## src/rtl/frame_sched.sv

```systemverilog
// Frame capture scheduler: picks one sensor frame in every N, gates its capture,
// then hands it to processing with a start/done handshake, counting dropped frames.
module frame_sched #(
    parameter int DIV_W = 3,
    parameter int CNT_W = 8
) (
    input  logic             iCLK,
    input  logic             iRST,
    input  logic             iFVAL,
    input  logic [DIV_W-1:0] iDIV,
    input  logic             iSTART,
    input  logic             iCONT,
    input  logic             iSTOP,
    input  logic             iPROC_DONE,
    output logic             oFrame_En,
    output logic             oProc_Start,
    output logic             oBusy,
    output logic [CNT_W-1:0] oCap_Cnt,
    output logic [CNT_W-1:0] oDrop_Cnt,
    output logic [1:0]       oDbg_State
);

    // Handshake: oProc_Start is a one-cycle pulse when a captured frame ends;
    // iPROC_DONE is a pulse accepted only in PROCESS, including the pulse cycle.
    typedef enum logic [1:0] {
        S_IDLE    = 2'd0,
        S_ARMED   = 2'd1,
        S_CAPTURE = 2'd2,
        S_PROCESS = 2'd3
    } state_t;

    localparam logic [DIV_W-1:0] ONE = DIV_W'(1);

    state_t           state_q, state_d;
    logic [DIV_W-1:0] skip_q, skip_d;
    logic [DIV_W-1:0] div_r;
    logic             mode_r;
    logic             fval_q;
    logic             sof, eof;
    logic             latch_cfg, cap_inc, drop_inc;

    assign sof        = iFVAL & ~fval_q;
    assign eof        = ~iFVAL & fval_q;
    assign oDbg_State = state_q;

    always_comb begin
        state_d   = state_q;
        skip_d    = skip_q;
        latch_cfg = 1'b0;
        cap_inc   = 1'b0;
        drop_inc  = 1'b0;
        case (state_q)
            S_IDLE: begin
                if (iSTART) begin
                    state_d   = S_ARMED;
                    skip_d    = '0;
                    latch_cfg = 1'b1;
                end
            end
            S_ARMED: begin
                if (sof) begin
                    if (skip_q == div_r - ONE) begin
                        state_d = S_CAPTURE;
                        skip_d  = '0;
                    end else begin
                        skip_d = skip_q + ONE;
                    end
                end
            end
            S_CAPTURE: begin
                if (eof) begin
                    state_d = S_PROCESS;
                    cap_inc = 1'b1;
                end
            end
            S_PROCESS: begin
                drop_inc = sof;
                if (iPROC_DONE) begin
                    if (mode_r) begin
                        state_d = S_ARMED;
                        skip_d  = '0;
                    end else begin
                        state_d = S_IDLE;
                    end
                end
            end
            default: state_d = S_IDLE;
        endcase
        // Abort overrides everything, including a same-cycle start or frame end.
        if (iSTOP) begin
            state_d   = S_IDLE;
            latch_cfg = 1'b0;
            cap_inc   = 1'b0;
        end
    end

    always_ff @(posedge iCLK or posedge iRST) begin
        if (iRST) begin
            state_q     <= S_IDLE;
            skip_q      <= '0;
            div_r       <= '0;
            mode_r      <= 1'b0;
            fval_q      <= 1'b0;
            oFrame_En   <= 1'b0;
            oProc_Start <= 1'b0;
            oBusy       <= 1'b0;
            oCap_Cnt    <= '0;
            oDrop_Cnt   <= '0;
        end else begin
            state_q     <= state_d;
            skip_q      <= skip_d;
            fval_q      <= iFVAL;
            oFrame_En   <= (state_d == S_CAPTURE);
            oProc_Start <= cap_inc;
            oBusy       <= (state_d != S_IDLE);
            if (latch_cfg) begin
                div_r  <= (iDIV == '0) ? ONE : iDIV;
                mode_r <= iCONT;
            end
            if (cap_inc)
                oCap_Cnt <= oCap_Cnt + CNT_W'(1);
            if (drop_inc && (oDrop_Cnt != {CNT_W{1'b1}}))
                oDrop_Cnt <= oDrop_Cnt + CNT_W'(1);
        end
    end

endmodule

```

## config.mk

```make
export PLATFORM = sky130hd
export DESIGN_NAME = frame_sched
export DESIGN_NICKNAME = d
export VERILOG_FILES = /design/src/rtl/frame_sched.sv
export SDC_FILE = /design/constraint.sdc
export NUM_CORES = 1
export LEC_CHECK = 0
export CELL_PAD_IN_SITES_DETAIL_PLACEMENT = 1
export CELL_PAD_IN_SITES_GLOBAL_PLACEMENT = 1
export CORE_ASPECT_RATIO = 1.75
export CORE_MARGIN = 10
export CORE_UTILIZATION = 39
export DETAILED_ROUTE_END_ITERATION = 16
export GPL_TIMING_DRIVEN = 0
export PLACE_DENSITY_LB_ADDON = 0.1
export SLEW_MARGIN = 25
export SYNTH_ARGS = -nofsm -noshare
export SYNTH_HDL_FRONTEND = slang
export SYNTH_SLANG_ARGS = --single-unit
```

## constraint.sdc

```tcl
create_clock -name iCLK -period 1.9 [get_ports iCLK]
set_input_delay 0.285 -clock iCLK [delete_from_list [all_inputs] [get_ports iCLK]]
set_output_delay 0.285 -clock iCLK [all_outputs]
set_load 0.02 [all_outputs]
```

==> Word level (Yosys, flattened, before mapping) <==
Cells that the tools add are included.
{ "word_totals": {"regBits": 29, "ram_bits": 0, "mem_bits_ro": 0, "latch_bits": 0, "output_inout_bits": 21, "elab_cells": 56, "input_bits": 10, "memories": 0} }
{ "op_classes": {"n_div": 0, "shift": 0, "reduce_logical": 6, "n_eq_ne": 10, "muxes": 22, "order_cmp": 0, "add_sub_neg": 4, "n_bitwise": 4, "mul": 0} }
{ "op_table": {"columns": ["op", "n"], "rows": [
  ["$mux W3", 6],
  ["$add A8 B1 Y8 const B", 2],
  ["$mux W2", 6],
  ["$pmux W3 S3", 1],
  ["$mux W1", 8],
  ["$ne A2 B2 Y1 const B", 4],
  ["$ne A8 B8 Y1 const B", 1],
  ["$pmux W2 S4", 1],
  ["$eq A2 B2 Y1 const B", 3],
  ["$reduce_and A5 Y1", 1],
  ["$add A3 B1 Y3 const B", 1],
  ["$eq A3 B3 Y1", 1],
  ["$logic_not A3 Y1", 1],
  ["$reduce_bool A3 Y1", 1],
  ["$sub A3 B1 Y3 const B", 1],
  ["$and A1 B1 Y1", 2],
  ["$eq A2 B1 Y1 const B", 1],
  ["$logic_not A2 Y1", 1],
  ["$not A1 Y1", 2],
  ["$reduce_bool A2 Y1", 1],
  ["$logic_and A1 B1 Y1", 1]
]} }

==> Depth between registers and ports, before layout <==
Gate-level depths: netlist of run 1.
{ "depth": {"ltp_word": 7, "ltp_mapped": 6, "mapped_depth_nobuf": 6} }

==> Worst setup path after synthesis of run 1 <==
OpenSTA, ideal clock, no wires.
{ "synth_path": {"path_type": "reg2reg", "from": "reg state_q[0], in the netlist oDbg_State[0]", "to": "reg oDrop_Cnt[1]", "path_stages_with_launch": 5, "arrival_ns": 1.475, "path_slack_ns": 0.301, "setup_time_ns": 0.125, "synth_period_minus_slack_ns": 1.599, "required_time_ns": 1.775, "n_path_buf": 1, "cell_sequence": "dfrtp_1 -> buf_2 -> nand4b_1 -> a41oi_2 -> mux2_2"} }
{ "synth_via": {"elab_chain_cells": 3} }
{ "synth_rtl": {"columns": ["item", "line", "source"], "rows": [
  ["start, declared", "34", "state_t state_q, state_d;"],
  ["start signal, assigned", "110", "state_q <= state_d;"],
  ["$eq A2 B2 Y1", "52", "case (state_q)"],
  ["$mux W1", "52", null],
  ["$logic_and A1 B1 Y1", "122", "if (drop_inc && (oDrop_Cnt != {CNT_W{1'b1}}))"],
  ["end signal, assigned", "123", "oDrop_Cnt <= oDrop_Cnt + CNT_W'(1);"],
  ["end, declared", "19", "output logic [CNT_W-1:0] oDrop_Cnt,"]
]} }
No other way between the ends.
A chain may end at the register's enable or synchronous reset.

==> Final worst setup path of run 1 <==
{ "layout_path": {"from": "reg div_r[0]", "to": "reg oFrame_En"} }
{ "layout_via": {"elab_chain_cells": 7} }
{ "layout_rtl": {"columns": ["item", "line", "source"], "rows": [
  ["start, declared", "36", "logic [DIV_W-1:0] div_r;"],
  ["start signal, assigned", "117", "div_r <= (iDIV == '0) ? ONE : iDIV;"],
  ["$sub A3 B1 Y3", "62", "if (skip_q == div_r - ONE) begin"],
  ["$eq A3 B3 Y1", "62", null],
  ["$mux W2", "62", null],
  ["$mux W2", "61", "if (sof) begin"],
  ["$pmux W2 S4", "52", null],
  ["$mux W2", "90", "if (iSTOP) begin"],
  ["$eq A2 B2 Y1", "113", "oFrame_En <= (state_d == S_CAPTURE);"],
  ["end signal, assigned", "113", null],
  ["end, declared", "15", "output logic oFrame_En,"]
]} }
No other way between the ends.

==> results.py, run 1 <==
metrics = {
    "grt": {
        "grt_pass1_wl_mm": 5.582,
        "grt_max_degree": 30,
        "track_usage_pct": 11.00,
        "grt_pass1_vias": 1193,
        "antenna_found_initial": 0,
        "grt.overflow.total": 0,
    },
    "route": {
        "routed_wl_mm": 3.240,
        "drt_pre_antenna_iters": 2,
        "wl_per_cell_um": 15.96,
        "antenna_left": 0,
        "vias_per_cell": 5.177,
        "drc_errors": 0,
        "dr.first_iter.drc_count": 14,
        "vias": 1051,
    },
    "timing": {
        "rsz0062_at_grt": "false",
        "fin_crit_sh_pct": 91.89,
        "worst_slew_pin_slew_ps": 614.8,
        "finalMaxSlewViolations": 0,
        "skew_ps": 6.131,
        "period_needed_ps": 1746,
        "slew_headroom_pct": 58.96,
        "setup_tns_ps": 0,
        "setup_viol_count_final": 0,
        "maxClockFrequency_mhz": 572.7,
        "hold_violations": 0,
        "whs_ps": 401.9,
    },
    "worst_hold_path": {
        "min-delay-path-class": "input port to asynchronous set/reset pin",
    },
    "critical_path": {
        "r2r-start": "div_r[0]",
        "critPathLaunchType": "flop",
        "cp_cell_sequence": "inv_1 -> ha_1 -> xor2_1 -> a311oi_4 -> or3_1 -> nor2_1",
        "cp.arrival_ps": 1950,
        "cpPeakStageDelay_ps": 430,
        "critical_path_class": "flop to flop",
        "ff2ff_setup_slack_ps": 150,
        "cp_slowest_cell": "or3_1",
        "required_ps": 2100,
        "crit_path_end_kind": "flop",
        "path_delay_family": "simple AND/OR/NAND/NOR gates",
        "crit_buf_inv": 1,
        "startpoint": "div_r[0]",
        "cp_max_fo": 5,
    },
    "finish": {
        "drive_gt1_share_pct": 14.56,
        "num-nets-final": 171,
        "stdcell_count": 203,
        "area_growth_pct": 32.53,
        "fillCellCount": 411,
        "diodes": 0,
        "stdcell_area_um2": 1866,
    },
    "cts": {
        "numCtsBuffers": 5,
        "cts-root-buf": "clkbuf_8",
        "cts_setup_buffers": 0,
        "clock_latency_ps": 280,
        "clkTransAtPathRegs_ps": 70,
        "ctsLongestPathBuffers": 2,
        "cts_max_level": 2,
        "cts-hold-fix-buffers": 0,
        "cts_resized": 0,
        "tritoncts": "built",
        "clkSinkCount": 29,
    },
    "power_and_ir_drop": {
        "p_int_uw": 1129,
        "p_comb_share_pct": 18.0,
        "seq_power_share_pct": 45.7,
        "p_sw_uw": 423.5,
        "p_per_area_nw_per_um2": 832.2,
        "p_leak_uw": 0.0008440,
        "p_sw_share_pct": 27.28,
        "clock_power_share_pct": 36.3,
        "irDropWorstVdd_uv": 531.0,
    },
    "job": {
        "max_cap_violations": 0,
    },
    "placement": {
        "gp_congestion": 0.7883,
        "dp_cells": 195,
        "io_buffers": 30,
        "hpwl_mm": 2.497,
        "placed_cell_area_um2": 1764,
    },
    "floorplan": {
        "initial_core_util_pct": 41.00,
        "rows": 28,
        "fp.dieW_um": 65.42,
        "dieArea_um2": 6507,
        "ios": 31,
        "chipHeight_um": 99.48,
        "core-area_um2": 3433,
    },
    "logic_synthesis": {
        "synth.distinct_cells": 33,
        "synthCells": 120,
        "seq_area_frac_synth_pct": 51.56,
        "avgSynthCellArea_um2": 11.73,
        "ys_ff_latch": 29,
        "syn_area_um2": 1408,
        "synth_nets": 134,
        "yosys_warnings": 0,
    },
    "run_status": {
        "status": "finished, final reports clean",
    },
}
cell type report:
class                      count  area [um^2]  share of cell area, %
tap                           45        56.30                  3.018
timing repair buffer          30        300.3                  16.10
buffer                         3        17.52                 0.9390
multi-input combinational     81        638.1                  34.21
sequential                    29        725.7                  38.90
clock inverter                 1        5.005                 0.2683
inverter                       7        26.28                  1.408
clock buffer                   7        96.34                  5.164
power groups by stage:
stage,Sequential (uW),Combinational [uW],Clock (uW)
2_1_floorplan,732,167,0
3_3_place_gp,719,272,0
3_5_place_dp,721,286,0
4_1_cts,711,288,584
5_1_grt,715,311,605
6_report,709,279,564
synth_stat cells:
cell type / instances / area, um^2
a211oi_1: 1 / 7.510
nand4_1: 4 / 25.02
nand2_1: 11 / 41.29
buf_4: 1 / 7.510
and4_1: 2 / 17.52
buf_2: 2 / 10.01
and3_1: 2 / 12.51
and4bb_2: 2 / 25.02
a211oi_2: 1 / 12.51
dfrtp_1: 29 / 725.7
xnor2_1: 10 / 87.58
o21ai_1: 2 / 10.01
or3_1: 1 / 6.260
o21ai_0: 3 / 15.01
a311oi_4: 1 / 26.28
o22ai_1: 1 / 6.260
nand4b_1: 2 / 17.52
o21a_2: 1 / 8.760
xnor3_1: 1 / 22.52
ha_1: 4 / 50.05
a41oi_2: 1 / 16.27
nor2_1: 5 / 18.77
xor2_1: 6 / 52.55
mux2_2: 4 / 45.04
nor4b_4: 1 / 23.77
a21oi_1: 2 / 10.01
inv_1: 7 / 26.28
and2_1: 3 / 18.77
nor3_1: 2 / 10.01
nand3_1: 2 / 10.01
nor2b_1: 2 / 12.51
and4b_1: 1 / 10.01
nand2b_1: 3 / 18.77
metal layers:
layer	vias to the layer above	part of all wire, %	track usage, %
met5	-	0	0
met4	0	3.1	6.954
met3	8	6.0	4.045
met2	26	54	20.15
met1	530	36	9.552
li1	487	-	-
kinds of logic (layout without fill, tap and decap cells):
kind of cell | count (synthesis) | count (layout) | share of synthesized area [%]
buffers and inverters | 10 | 48 | 3.112
XOR/XNOR | 17 | 17 | 11.56
flip-flops | 29 | 29 | 51.56
AO/OA/AOI/OAI | 13 | 13 | 8.001
multiplexers | 4 | 4 | 3.200
AND/OR/NAND/NOR | 43 | 43 | 19.02
adder cells (fa/ha/maj) | 4 | 4 | 3.556
sequential cells by signal (all words and copies together) (netlist names):
signal,cells
oFrame_En,1
mode_r,1
fval_q,1
oCap_Cnt,8
oDbg_State,2
oBusy,1
div_r,3
oProc_Start,1
oDrop_Cnt,8
skip_q,3
metrics by stage:
stage               setup WS (ps)  util (%)  power, uW
floorplan                   300.5         -      898.9
global placement            43.57     51.38      990.5
detailed placement          23.74     51.38       1007
CTS                         127.7     54.34       1583
global route                61.13     54.34       1632
finish                      154.0     54.34       1552
layout by cell type (no fill, tap or decap), types with 3 or more instances in the layout:
master           netlist  final
clkbuf_8               0      7
ha_1                   4      4
mux2_2                 4      4
nand2_1               11     11
nand2b_1               3      3
xnor2_1               10     10
nand4_1                4      4
nor2_1                 5      5
inv_1                  7      6
clkdlybuf4s50_1        0     30
and2_1                 3      3
o21ai_0                3      3
dfrtp_1               29     29
xor2_1                 6      6
worst register-to-register path, stage by stage (launching register included):
cell and delay (ps):
dfrtp_1 360, inv_1 60, ha_1 310, xor2_1 220, a311oi_4 150, or3_1 430
nor2_1 140
path summary, 6_finish.rpt:
check	end	depth (start not counted)
worst max-delay path	oFrame_En	6
worst min-delay path	oCap_Cnt[7]	2
worst max register to register	oFrame_En	6
worst min register to register	oCap_Cnt[7]	1
max in group asynchronous	oDbg_State[0]	2
min in group iCLK	oCap_Cnt[7]	1
Note: power is estimated with default switching activity, not from simulation.
==> run 2: changes to the inputs <==
--- a/config.mk
+++ b/config.mk
@@ -5,14 +5,16 @@
 export SDC_FILE = /design/constraint.sdc
 export NUM_CORES = 1
 export LEC_CHECK = 0
+export ABC_AREA = 1
 export CELL_PAD_IN_SITES_DETAIL_PLACEMENT = 1
 export CELL_PAD_IN_SITES_GLOBAL_PLACEMENT = 1
 export CORE_ASPECT_RATIO = 1.75
 export CORE_MARGIN = 10
-export CORE_UTILIZATION = 39
+export CORE_UTILIZATION = 37
 export DETAILED_ROUTE_END_ITERATION = 16
 export GPL_TIMING_DRIVEN = 0
 export PLACE_DENSITY_LB_ADDON = 0.1
+export REMOVE_ABC_BUFFERS = 1
 export SLEW_MARGIN = 25
 export SYNTH_ARGS = -nofsm -noshare
 export SYNTH_HDL_FRONTEND = slang
==> results.py, run 2 <==
metrics = {
    "route": {
        "drc_errors": 0,
        "drt_pre_antenna_iters": 4,
        "vias": 1265,
        "routed_wl_mm": 3.790,
        "antenna_left": 0,
        "vias_per_cell": 4.884,
        "wl_per_cell_um": 14.63,
        "dr.first_iter.drc_count": 50,
    },
    "critical_path": {
        "cp_num_cells": 1,
        "path_delay_family": "buffers and inverters",
        "r2r_end": "oDrop_Cnt[4]",
        "crit_path_end_kind": "output port",
        "cpPeakStageDelay_ps": 660,
        "critical_path_class": "flop to output port",
        "reg2reg_depth": 6,
        "cp_slowest_cell": "clkdlybuf4s50_1",
        "cp_max_fo": 7,
        "cp.arrival_ps": 1420,
        "cp_cell_sequence": "clkdlybuf4s50_1",
        "ff2ff_setup_slack_ps": 250,
        "crit_buf_inv": 1,
        "critPathLaunchType": "flop",
        "required_ps": 1620,
        "r2r-start": "oDrop_Cnt[0]",
    },
    "finish": {
        "stdcell_count": 259,
        "stdcell_area_um2": 1924,
        "layout_common_cells": "43 x nand2_1, 30 x clkdlybuf4s50_1, 29 x dfrtp_1, 27 x inv_1, 16 x nor2_1",
        "area_growth_pct": 30.23,
        "drive_gt1_share_pct": 6.635,
        "num-nets-final": 225,
        "fillCellCount": 504,
        "multi_input_area_um2": 646.9,
        "seqCellArea_um2": 725.7,
        "final_common_cell": "nand2_1",
        "diodes": 0,
        "reg_top3": "oCap_Cnt (8), oDrop_Cnt (8)",
    },
    "cts": {
        "cts_max_level": 2,
        "cts_resized": 0,
        "cts_setup_buffers": 0,
        "clock_latency_ps": 280,
        "cts-root-buf": "clkbuf_8",
        "ctsLongestPathBuffers": 2,
        "cts-hold-fix-buffers": 0,
        "clkSinkCount": 29,
        "numCtsBuffers": 5,
        "clkTransAtPathRegs_ps": 60,
        "tritoncts": "built",
    },
    "power_and_ir_drop": {
        "p_leak_uw": 0.0009541,
        "irDropWorstVdd_uv": 860.8,
        "p_per_area_nw_per_um2": 1220,
    },
    "placement": {
        "dp_cells": 252,
        "io_buffers": 30,
        "gp_congestion": 0.7606,
        "dp_worst_setup_slack_ps": 70.96,
        "placed_cell_area_um2": 1838,
        "hpwl_mm": 2.967,
    },
    "logic_synthesis": {
        "synth_edf_count": 0,
        "seq_area_frac_synth_pct": 49.11,
        "synthCells": 174,
        "synth-compound-area-share_pct": 6.605,
        "synthTopCellsByCount": "43 x nand2_1, 29 x dfrtp_1, 28 x inv_1",
        "yosys-top-cells-area": "dfrtp_1 49%, nand2_1 11%, inv_1 7.1%, xor2_1 5.3%, nor2_1 4.1%",
        "yosysMostFrequentCell": "nand2_1",
        "synth.distinct_cells": 21,
        "synth-simple-area-share_pct": 25.91,
        "synthArstFlopShare_pct": 100.0,
        "syn_area_um2": 1478,
        "synthMuxAreaShare_pct": 0.7621,
        "yosysTopAreaCell": "dfrtp_1",
        "synth_top_family_by_area": "simple AND/OR/NAND/NOR gates",
        "avgSynthCellArea_um2": 8.492,
        "synth-adder-area-share_pct": 3.387,
        "synth_flop_cell": "dfrtp_1",
        "ys_ff_latch": 29,
        "yosys_warnings": 0,
        "yosys.area_share.xor_xnor_pct": 7.113,
        "yosysTopAreaCellShare_pct": 49.11,
    },
    "floorplan": {
        "rows": 30,
        "core-area_um2": 3866,
        "dieArea_um2": 7021,
        "chipHeight_um": 103.6,
        "initial_core_util_pct": 38.22,
        "ios": 31,
        "fp.dieW_um": 67.77,
    },
    "timing": {
        "maxClockFrequency_mhz": 587.8,
        "worst_slew_pin_slew_ps": 616.4,
        "setup_tns_ps": 0,
        "slew_headroom_pct": 58.85,
        "fin_crit_sh_pct": 89.54,
        "skew_ps": 3.061,
        "rsz0062_at_grt": "false",
        "setup_slack_ps": 198.8,
        "period_needed_ps": 1701,
        "finalMaxSlewViolations": 0,
        "setup_viol_count_final": 0,
        "hold_violations": 0,
    },
    "worst_hold_path": {
        "min-delay-path-class": "input port to asynchronous set/reset pin",
    },
    "grt": {
        "grt.overflow.total": 0,
        "grt_max_degree": 30,
        "antenna_found_initial": 0,
        "grt_pass1_wl_mm": 6.782,
        "grt_pass1_vias": 1445,
        "track_usage_pct": 12.37,
    },
    "run_status": {
        "status": "finished, final reports clean",
    },
    "job": {
        "max_cap_violations": 0,
    },
}
## run 2: changes by cell type in the layout (fill, tap and decap cells not counted), sizes merged, moves of 4 or more
cell / before / now
inv: 7 / 28
nor2: 5 / 17
a21oi: 2 / 6
nand3: 2 / 9
nand2: 11 / 45
o21ai: 5 / 10
xnor2: 10 / 3
## run 2: final cells by class
cell class,instances,area share (%)
Sequential cell,29,37.71
Clock buffer,7,4.486
Multi-Input combinational cell,117,33.61
Inverter,28,5.462
Timing Repair Buffer,30,15.60
Tap cell,48,3.121
## run 2: kinds of logic after synthesis
group,Yosys count
and+or+nand+nor,83
DFF,29
buffers and inverters,28
AOI/OAI and AO/OA,17
xor gates and xnor gates,12
adders and majority gates,4
muxes,1
## run 2: stage by stage
stage	util [%]	hold slack, ps	total power (uW)
after CTS	49.77	423.1	2394
after floorplan	-	316.4	1453
after detailed placement	47.54	516.5	1861
after global routing	49.77	462.8	2543
after global placement	47.54	501.6	1805
final	49.77	404.5	2348
## run 2: per-layer routing
metal / vias to the layer above / part of all wire [%] / global-route usage, %
li1: 623 / - / -
met4: 0 / 2.0 / 5.636
met1: 614 / 37 / 11.40
met3: 6 / 5.8 / 4.854
met2: 22 / 56 / 22.21
met5: - / 0 / 0
## run 2: power by group
part	switching (uW)	total, uW	internal (uW)	leakage [uW]
clock	226	512	287	0.0000443
sequential	156	929	773	0.000363
combinational	524	907	383	0.000547
## run 2: worst max-delay path by stage
| stage | start | to |
|---|---|---|
| finish | oDrop_Cnt[2] | oDrop_Cnt[2] |
| global route | oDrop_Cnt[0] | oDrop_Cnt[1] |
| CTS | oDrop_Cnt[2] | oDrop_Cnt[2] |
| detailed placement | iFVAL | oCap_Cnt[6] |
| global placement | iFVAL | oCap_Cnt[6] |
| floorplan | oDrop_Cnt[1] | oDrop_Cnt[1] |
